$ cat config.mk
export PLATFORM = sky130hd
export DESIGN_NAME = inst_mem_sim_flat
export DESIGN_NICKNAME = d
export VERILOG_FILES = /design/src/rtl/inst_mem_sim_pkg.sv /design/src/rtl/inst_mem_sim_if.sv /design/src/rtl/inst_mem_sim_array.sv /design/src/rtl/inst_mem_sim.sv /design/src/flat_wrapper.sv
export SDC_FILE = /design/constraint.sdc
export NUM_CORES = 1
export LEC_CHECK = 0
export BUFFER_PORTS_ARGS = -buffer_cell sky130_fd_sc_hd__buf_2
export CAP_MARGIN = 20
export CORE_ASPECT_RATIO = 0.8
export CORE_MARGIN = 2
export CORE_UTILIZATION = 25
export DETAILED_ROUTE_END_ITERATION = 12
export SLEW_MARGIN = 0
export SYNTH_ARGS = -nofsm -noshare
export SYNTH_HDL_FRONTEND = slang
export SYNTH_SLANG_ARGS = --single-unit
$ cat constraint.sdc
create_clock -name clk -period 2.1 [get_ports clk]
set_input_delay 0.63 -clock clk [delete_from_list [all_inputs] [get_ports clk]]
set_output_delay 0.63 -clock clk [all_outputs]
set_load 0.005 [all_outputs]
$ cat src/rtl/inst_mem_sim_pkg.sv
// Shared widths, constants, FSM encoding and helpers for the simulation
// instruction memory.
package inst_mem_sim_pkg;

   localparam int unsigned PC_BUS_W     = 16;
   localparam int unsigned INST_BUS_W   = 16;
   localparam logic [15:0] NOP_INST_DEF = 16'h0800;
   localparam int unsigned CNT_W        = 4;

   typedef logic [CNT_W-1:0] wcnt_t;

   typedef enum logic [1:0] {
      IDLE = 2'd0,
      WAIT = 2'd1,
      RESP = 2'd2
   } state_e;

   // Index width for a DEPTH-entry array; at least one bit.
   function automatic int unsigned idx_w(input int unsigned depth);
      return (depth > 1) ? $clog2(depth) : 1;
   endfunction

endpackage

$ cat src/rtl/inst_mem_sim_if.sv
// Fetch handshake and program-load bus between the IF stage (master) and
// the instruction memory (slave).
interface inst_mem_sim_if #(
   parameter int unsigned PC_W   = inst_mem_sim_pkg::PC_BUS_W,
   parameter int unsigned DATA_W = inst_mem_sim_pkg::INST_BUS_W
) ();

   logic [PC_W-1:0]   pc;
   logic              req;
   logic              ready;
   logic [DATA_W-1:0] inst;
   logic              inst_valid;
   logic              oob;
   logic              ld_we;
   logic [PC_W-1:0]   ld_addr;
   logic [DATA_W-1:0] ld_data;

   modport master (
      output pc, req, ld_we, ld_addr, ld_data,
      input  ready, inst, inst_valid, oob
   );

   modport slave (
      input  pc, req, ld_we, ld_addr, ld_data,
      output ready, inst, inst_valid, oob
   );

endinterface

$ cat src/rtl/inst_mem_sim_array.sv
// DEPTH x DATA_W storage: range-checked synchronous write, live range-checked
// lookup, and a capture register that freezes the looked-up word on accept.
module inst_mem_array
   import inst_mem_sim_pkg::*;
#(
   parameter int unsigned       PC_W     = PC_BUS_W,
   parameter int unsigned       DATA_W   = INST_BUS_W,
   parameter int unsigned       DEPTH    = 64,
   parameter logic [DATA_W-1:0] NOP_INST = DATA_W'(NOP_INST_DEF)
) (
   input  logic              clk,
   input  logic              rst_n,
   input  logic [PC_W-1:0]   rd_addr_i,
   input  logic              rd_cap_i,
   output logic [DATA_W-1:0] rd_data_o,
   output logic              rd_oob_o,
   output logic [DATA_W-1:0] cap_data_o,
   output logic              cap_oob_o,
   input  logic              wr_en_i,
   input  logic [PC_W-1:0]   wr_addr_i,
   input  logic [DATA_W-1:0] wr_data_i
);

   localparam int unsigned AW = idx_w(DEPTH);

   // Power-on fill only; reset leaves a loaded program intact.
   logic [DATA_W-1:0] mem_q [DEPTH] = '{default: NOP_INST};

   logic              rd_in_range;
   logic              wr_in_range;
   logic [DATA_W-1:0] cap_data_q;
   logic              cap_oob_q;

   // Range check uses the full address before truncating to the index.
   assign rd_in_range = 32'(rd_addr_i) < DEPTH;
   assign wr_in_range = 32'(wr_addr_i) < DEPTH;

   assign rd_data_o  = rd_in_range ? mem_q[rd_addr_i[AW-1:0]] : NOP_INST;
   assign rd_oob_o   = ~rd_in_range;
   assign cap_data_o = cap_data_q;
   assign cap_oob_o  = cap_oob_q;

   always_ff @(posedge clk) begin
      if (wr_en_i && wr_in_range) begin
         mem_q[wr_addr_i[AW-1:0]] <= wr_data_i;
      end
   end

   always_ff @(posedge clk or negedge rst_n) begin
      if (!rst_n) begin
         cap_data_q <= NOP_INST;
         cap_oob_q  <= 1'b0;
      end else if (rd_cap_i) begin
         cap_data_q <= rd_data_o;
         cap_oob_q  <= ~rd_in_range;
      end
   end

endmodule

$ cat src/rtl/inst_mem_sim.sv
// Simulation instruction memory: registered reads behind a req/ready/valid
// handshake with WAIT_CYCLES programmable wait states and a program-load port.
module inst_mem_sim
   import inst_mem_sim_pkg::*;
#(
   parameter int unsigned       PC_W        = PC_BUS_W,
   parameter int unsigned       DATA_W      = INST_BUS_W,
   parameter int unsigned       DEPTH       = 64,
   parameter int unsigned       WAIT_CYCLES = 0,
   parameter logic [DATA_W-1:0] NOP_INST    = DATA_W'(NOP_INST_DEF)
) (
   input logic           clk,
   input logic           rst_n,
   inst_mem_sim_if.slave bus
);

   localparam wcnt_t WAIT_CNT = wcnt_t'(WAIT_CYCLES);

   state_e            state_q, state_d;
   wcnt_t             cnt_q, cnt_d;
   logic [DATA_W-1:0] inst_q, inst_d;
   logic              oob_q, oob_d;

   logic              ready;
   logic              accept;
   logic [DATA_W-1:0] lk_data;
   logic              lk_oob;
   logic [DATA_W-1:0] cap_data;
   logic              cap_oob;

   assign ready  = (state_q != WAIT);
   assign accept = bus.req && ready;

   assign bus.ready      = ready;
   assign bus.inst       = inst_q;
   assign bus.inst_valid = (state_q == RESP);
   assign bus.oob        = oob_q;

   inst_mem_array #(
      .PC_W     (PC_W),
      .DATA_W   (DATA_W),
      .DEPTH    (DEPTH),
      .NOP_INST (NOP_INST)
   ) u_array (
      .clk        (clk),
      .rst_n      (rst_n),
      .rd_addr_i  (bus.pc),
      .rd_cap_i   (accept),
      .rd_data_o  (lk_data),
      .rd_oob_o   (lk_oob),
      .cap_data_o (cap_data),
      .cap_oob_o  (cap_oob),
      .wr_en_i    (bus.ld_we),
      .wr_addr_i  (bus.ld_addr),
      .wr_data_i  (bus.ld_data)
   );

   // inst only changes on entry to RESP so it holds across idle and wait
   // cycles; a zero-wait response takes the live lookup, otherwise the
   // word captured at the accepting edge.
   always_comb begin
      state_d = state_q;
      cnt_d   = cnt_q;
      inst_d  = inst_q;
      oob_d   = 1'b0;
      case (state_q)
         IDLE, RESP: begin
            if (accept) begin
               if (WAIT_CYCLES == 0) begin
                  state_d = RESP;
                  inst_d  = lk_data;
                  oob_d   = lk_oob;
               end else begin
                  state_d = WAIT;
                  cnt_d   = WAIT_CNT;
               end
            end else begin
               state_d = IDLE;
            end
         end
         WAIT: begin
            cnt_d = cnt_q - 1'b1;
            if (cnt_q == wcnt_t'(1)) begin
               state_d = RESP;
               inst_d  = cap_data;
               oob_d   = cap_oob;
            end
         end
         default: state_d = IDLE;
      endcase
   end

   always_ff @(posedge clk or negedge rst_n) begin
      if (!rst_n) begin
         state_q <= IDLE;
         cnt_q   <= '0;
         inst_q  <= NOP_INST;
         oob_q   <= 1'b0;
      end else begin
         state_q <= state_d;
         cnt_q   <= cnt_d;
         inst_q  <= inst_d;
         oob_q   <= oob_d;
      end
   end

endmodule

$ cat src/flat_wrapper.sv
// flat-port wrapper written by rule: the top's interface ports become plain ports
module inst_mem_sim_flat import inst_mem_sim_pkg::*;
#(
   parameter int unsigned       PC_W        = PC_BUS_W,
   parameter int unsigned       DATA_W      = INST_BUS_W,
   parameter int unsigned       DEPTH       = 64,
   parameter int unsigned       WAIT_CYCLES = 0,
   parameter logic [DATA_W-1:0] NOP_INST    = DATA_W'(NOP_INST_DEF)
)
  (clk, rst_n, bus_pc, bus_req, bus_ld_we, bus_ld_addr, bus_ld_data, bus_ready, bus_inst, bus_inst_valid, bus_oob);
  inst_mem_sim_if #(.PC_W(PC_W), .DATA_W(DATA_W)) bus_i ();
  input logic clk;
  input logic rst_n;
  input wire logic [$bits(bus_i.pc)-1:0] bus_pc;
  input wire logic [$bits(bus_i.req)-1:0] bus_req;
  input wire logic [$bits(bus_i.ld_we)-1:0] bus_ld_we;
  input wire logic [$bits(bus_i.ld_addr)-1:0] bus_ld_addr;
  input wire logic [$bits(bus_i.ld_data)-1:0] bus_ld_data;
  output wire logic [$bits(bus_i.ready)-1:0] bus_ready;
  output wire logic [$bits(bus_i.inst)-1:0] bus_inst;
  output wire logic [$bits(bus_i.inst_valid)-1:0] bus_inst_valid;
  output wire logic [$bits(bus_i.oob)-1:0] bus_oob;
  assign bus_i.pc = bus_pc;
  assign bus_i.req = bus_req;
  assign bus_i.ld_we = bus_ld_we;
  assign bus_i.ld_addr = bus_ld_addr;
  assign bus_i.ld_data = bus_ld_data;
  assign bus_ready = bus_i.ready;
  assign bus_inst = bus_i.inst;
  assign bus_inst_valid = bus_i.inst_valid;
  assign bus_oob = bus_i.oob;
  inst_mem_sim #(.PC_W(PC_W), .DATA_W(DATA_W), .DEPTH(DEPTH), .WAIT_CYCLES(WAIT_CYCLES), .NOP_INST(NOP_INST)) u_core (.clk(clk), .rst_n(rst_n), .bus(bus_i));
endmodule
==> Word-level counts from Yosys, hierarchy flattened <==
Memory sizes are Yosys's and may differ from the RTL's.
Cells that the tools add are included.
{ "totals": {"regBits": 40, "ram_bits": 1024, "out_inout_bits": 19, "word_cells": 35, "memories": 1, "inputBits": 52} }
{ "memory_table": {"columns": ["name", "depth", "width", "read_ports", "rd_ports_with_merged_regs", "write_ports", "line", "rtl"], "rows": [
  ["u_core.u_array.mem_q", 64, 16, 1, 0, 1, "inst_mem_sim_array.sv:27", "logic [DATA_W-1:0] mem_q [DEPTH] = '{default: NOP_INST};"]
]} }
{ "classes": {"n_addsub": 1, "n_reduce_logical": 6, "magnitude_cmp": 2, "eq_ne": 6, "n_mux": 12, "bitwise_logic": 1} }
{ "ops": {"columns": ["cell", "count"], "rows": [
  ["$mux W16", 3],
  ["$lt A16 B7 Y1 const B", 2],
  ["$pmux W16 S2", 1],
  ["$ne A2 B1 Y1 const B", 3],
  ["$eq A4 B1 Y1 const B", 1],
  ["$mux W1", 4],
  ["$mux W2", 2],
  ["$pmux W2 S2", 1],
  ["$sub A4 B1 Y4 const B", 1],
  ["$reduce_and A3 Y1", 1],
  ["$eq A2 B1 Y1 const B", 1],
  ["$eq A2 B2 Y1 const B", 1],
  ["$logic_and A1 B1 Y1", 2],
  ["$logic_not A2 Y1", 1],
  ["$pmux W1 S2", 1],
  ["$reduce_bool A2 Y1", 1],
  ["$reduce_or A2 Y1", 1],
  ["$not A1 Y1", 1]
]} }

==> Depth between registers and ports, before layout <==
{ "depth": {"depth_word": 4, "ltp_mapped": 9, "ltp_nobuf": 5} }

==> Hierarchy <==
From an unflattened synthesis, not the netlist that was laid out.
{ "hier_totals": {"hier_cells": 2181, "hier_area_um2": 41548.6} }
{ "modules_own_cells": {"columns": ["mod", "cells_per_inst", "n_inst", "area_per_inst_um2"], "rows": [
  ["inst_mem_array", 2142, 1, 40832.9],
  ["inst_mem_sim", 39, 1, 715.7]
]} }

==> Worst setup path before layout <==
OpenSTA, ideal clock, no wires.
{ "synth_timing": {"kind": "input to register", "startpoint": "input bus_ld_addr[12]", "endpoint": "memory u_core.u_array.mem_q[31][0] (netlist bit), enable pin", "n_path_buf": 0, "slack_ns": -0.478, "arrival_ns": 2.189, "stages": 5, "required_ns": 1.712, "setup_ns": 0.388, "cell_sequence": "nor4b_1 > nand3_1 > nor2_1 > nand3_1 > nor2_1"} }
{ "synth_between": {"elab_chain_len": 4} }
{ "synth_lines": {"columns": ["element", "line", "rtl"], "rows": [
  ["start: declaration", "flat_wrapper.sv:17", "input wire logic [$bits(bus_i.ld_addr)-1:0] bus_ld_addr;"],
  ["$lt A16 B7 Y1", "inst_mem_sim_array.sv:36", "assign wr_in_range = 32'(wr_addr_i) < DEPTH;"],
  ["$logic_and A1 B1 Y1", "inst_mem_sim_array.sv:44", "if (wr_en_i && wr_in_range) begin"],
  ["$mux W1", "inst_mem_sim_array.sv:44", null],
  ["$mux W1 (implied by the code)", "inst_mem_sim_array.sv:45", "mem_q[wr_addr_i[AW-1:0]] <= wr_data_i;"],
  ["end: declaration", "inst_mem_sim_array.sv:27", null]
]} }
No other way between the ends.

==> Worst setup path in the final report <==
{ "layout_timing": {"startpoint": "input bus_pc[1]", "endpoint": "register u_core.inst_q[12], in the netlist u_core.bus.inst[12]"} }
{ "layout_between": {"elab_chain_len": 4} }
{ "layout_lines": {"columns": ["element", "line", "rtl"], "rows": [
  ["start: declaration", "flat_wrapper.sv:14", "input wire logic [$bits(bus_i.pc)-1:0] bus_pc;"],
  ["$mem_v2 Z64 W16 or $lt A16 B7 Y1 (tied branches)", null, null],
  ["$mux W16 (*)", "inst_mem_sim_array.sv:38", "assign rd_data_o = rd_in_range ? mem_q[rd_addr_i[AW-1:0]] : NOP_INST;"],
  ["$mux W16 (*)", "inst_mem_sim.sv:68", "if (accept) begin"],
  ["$pmux W16 S2 (*)", "inst_mem_sim.sv:66", "case (state_q)"],
  ["end signal: assignment", "inst_mem_sim.sv:102", "inst_q <= inst_d;"],
  ["end: declaration", "inst_mem_sim.sv:21", "logic [DATA_W-1:0] inst_q, inst_d;"]
]} }
Mark *: on every way between the ends. The rest lies on a longest branch, timed or not. The select of a mux whose other input is x is not followed.
A chain may end at the register's enable or synchronous reset.

==> impl_metrics.yaml <==
clocking:
  cts_buffer_depth: 3
  cts-htree-levels: 3
  tritoncts: "built"
  cts.clk_slew.worst_paths_ns: 0.06
  cts_buffers: 101
  clk_latency_ns: 0.70
  cts_setup_buffers: 0
  clock-sinks: 1042
  cts_root_buf: "clkbuf_16"
die:
  fp.dieH_um: 362
  fp.dieW_um: 451
  start_util: 0.251
  rows: 131
  fp.coreArea_um2: 159000
  dieArea_um2: 163000
  ioPinCount: 71
setup_path:
  worstPathRequired_ns: 2.68
  startpoint_type: "primary input"
  reg2regPathDepth: 5
  worstSetupPathType: "in -> reg"
  cp_cell_sequence: "buf_8 > buf_12 > mux4_2 > mux2i_2 > a22oi_1 > a22oi_1 > nand2_1"
  end_kind: "flip-flop"
  rr_endpoint: "u_core.bus.inst[11]"
  r2r_slack_ns: 0.12
  critPathMaxFanout: 18
  cp.arrival_ns: 2.66
  crit_slowest_cell: "mux4_2"
  reg2reg_from: "u_core.u_array.mem_q[62][11]"
  crit_top_cell: "a22oi_1"
  slowest_delay_ns: 0.56
timing:
  setup_tns_ns: 0
  min_period_over_period: 0.990
  rsz0062_at_grt: "false"
  setup_viol: 0
  maxSlewViolCount: 0
  period_minus_slack_ns: 2.08
  finClkSkew_ns: 0.0300
  layout_setup_ws_ns: 0.0210
  fmax_mhz: 481
  hold_viol: 0
  holdWs_ns: 0.0654
  tightest_slew_ns: 0.860
  max_slew_margin: 0.427
global_route:
  antenna_found_initial: 10
  gr-total-overflow: 0
  grt_pass1_wl_um: 148000
  grt.total_usage: 0.125
  grt_max_degree: 65
  grt_pass1_vias: 20500
drt:
  postRouteAntennaNets: 0
  vias: 19700
  dr.pass1.iters: 6
  routed_via_density: 4.54
  first_iter_violations: 2384
  wirelength_um: 103000
  wl_per_cell_um: 23.8
  drc: 0
synthesis:
  synth_edf_count: 1024
  synth_warnings: 0
  ys_ff_latch: 1042
  syn_inst: 1760
  avgSynthCellArea_um2: 22.7
  synthesis.nets: 1812
  async_flop_share: 0.0173
  yosysUniqueCellTypes: 32
  synth_top_flop_cell: "edfxtp_1"
  synth_area_leader_cell: "edfxtp_1"
  synth.cell_area_um2: 40000
  synth_top_area_frac: 0.769
  yosysSeqAreaShare: 0.780
  synthTopCellsByArea: "edfxtp_1 (77%), mux4_2 (14%), mux2i_1 (3.1%)"
place:
  dp.cells: 4152
  dp_slack_ns: -0.720
  gp_congestion: 0.819
  portBuffers: 69
  hpwl_um: 66200
min_path:
  worstHoldEndpoint: "u_core.state_q[1]"
  hp-start: "bus_req"
  hold_depth: 1
  hold_path.class: "in -> reg"
status:
  status: "finished clean"
finish:
  layout.nets: 2180
  fillCellCount: 15000
  final_cells: 4339
  drive_gt1_frac: 0.388
  regArea_um2: 31200
  syn2layout_area_growth_pct: 24.9
  multi_input_area_um2: 8650
flow_run:
  cap_violations: 0
pwr:
  finalPower_w: 0.0441
  p_per_area_nw_per_um2: 882
  p_leak_nw: 16.0
  ir_worst_vdd_mv: 0.629
cell type report:
| type | count | area share |
|---|---|---|
| inverter | 3 | 0.000225 |
| sequential | 1042 | 0.625 |
| antenna | 2 | 0.000100 |
| multi-input combinational | 620 | 0.173 |
| clock buffer | 120 | 0.0535 |
| clock inverter | 64 | 0.0160 |
| tap | 2128 | 0.0533 |
| timing repair buffer | 360 | 0.0791 |
per-layer routing:
metal	global-route usage	part of all wire	routed length, µm
met3	0.0322	0.081	8320
met4	0.0418	0.030	3110
met1	0.170	0.43	43900
met5	0	0	0
met2	0.195	0.46	47900
cell usage after synthesis, types with 2 or more instances:
master	instances
nand4_1	9
a22oi_1	48
nor4_1	3
mux4_2	257
dfrtp_1	17
inv_1	3
a21oi_1	8
a221oi_1	8
clkbuf_1	30
buf_4	22
nor2_1	73
buf_2	41
nor2b_1	3
buf_1	2
or3b_2	2
nor3_1	2
edfxtp_1	1024
nand3_1	26
mux2i_1	125
nand2_1	43
nand3b_1	3
worst max path at each step:
stage                       startpoint                          end  slack (ns)  cells past startpoint
floorplan              bus_ld_addr[12]  u_core.u_array.mem_q[19][0]       -0.27                      5
global placement             bus_pc[1]          u_core.bus.inst[15]       -0.73                      9
detailed placement           bus_pc[0]          u_core.bus.inst[15]       -0.72                      9
CTS                 u_core.bus.inst[2]                  bus_inst[2]       0.007                      1
global route                 bus_pc[1]           u_core.bus.inst[5]        0.02                      8
finish                       bus_pc[1]          u_core.bus.inst[12]        0.02                      7
metrics by stage:
stage	instance area, µm²	utilization
4_1_cts	49900	0.314
3_5_place_dp	46400	0.292
3_3_place_gp	46400	0.292
6_report	50000	0.314
5_1_grt	50000	0.314
2_1_floorplan	40300	-
state kept, by name (all words and copies together), names as in the netlist:
register              count
u_core.bus.inst          16
u_core.bus.oob            1
u_core.state_q            1
u_core.u_array.mem_q   1024
critical path, delay by kind of cell:
family | cells | cell delay (ns)
simple gates | 1 | 0.10
buf+inv | 2 | 0.43
mux | 2 | 0.89
compound gates | 2 | 0.56
layout by cell type (no fill, tap or decap), types with 2 or more instances in the layout:
master         n
nand2_1       42
inv_6          5
nand3_4        2
inv_1          3
mux2i_1      124
a21oi_1        8
bufinv_16     17
nand3b_1       3
mux4_2       257
buf_2         66
or3b_2         2
a22oi_1       45
clkinv_4       3
dfrtp_1       16
nand4_1        9
clkinvlp_4     5
clkbuf_16    104
edfxtp_1    1024
nor2_4        21
clkinv_1      12
and2_1         2
buf_12       111
buf_4        179
nor2_1         5
clkinv_2      21
nor2b_1        2
clkbuf_1      15
diode_2        2
a221oi_1       8
buf_8          3
a22oi_2        3
nor3_1         2
nor4_1         2
nor2_2        47
nand3_1       23
where the power goes:
group | internal (W) | switching, W | leakage, nW
logic | 0.000975 | 0.00133 | 4.89
registers | 0.0228 | 0.00000109 | 9.44
clock network | 0.0112 | 0.00774 | 1.69
total | 0.0350 | 0.00907 | 16.0
what timing repair did:
action	CTS	global route
hold buffers	1	0
endpoints found under the setup margin	1	5
gates resized for setup	1	5
pin swaps	0	0
endpoints found under the hold margin	17	0
cells by family after synthesis:
kind of cell           synth area share
AO/OA/AOI/OAI                    0.0124
buffers and inverters            0.0125
flip-flops                        0.780
multiplexers                      0.176
other                         0.0000938
AND/OR/NAND/NOR                  0.0186
Note: power is estimated with default switching activity, not from simulation.
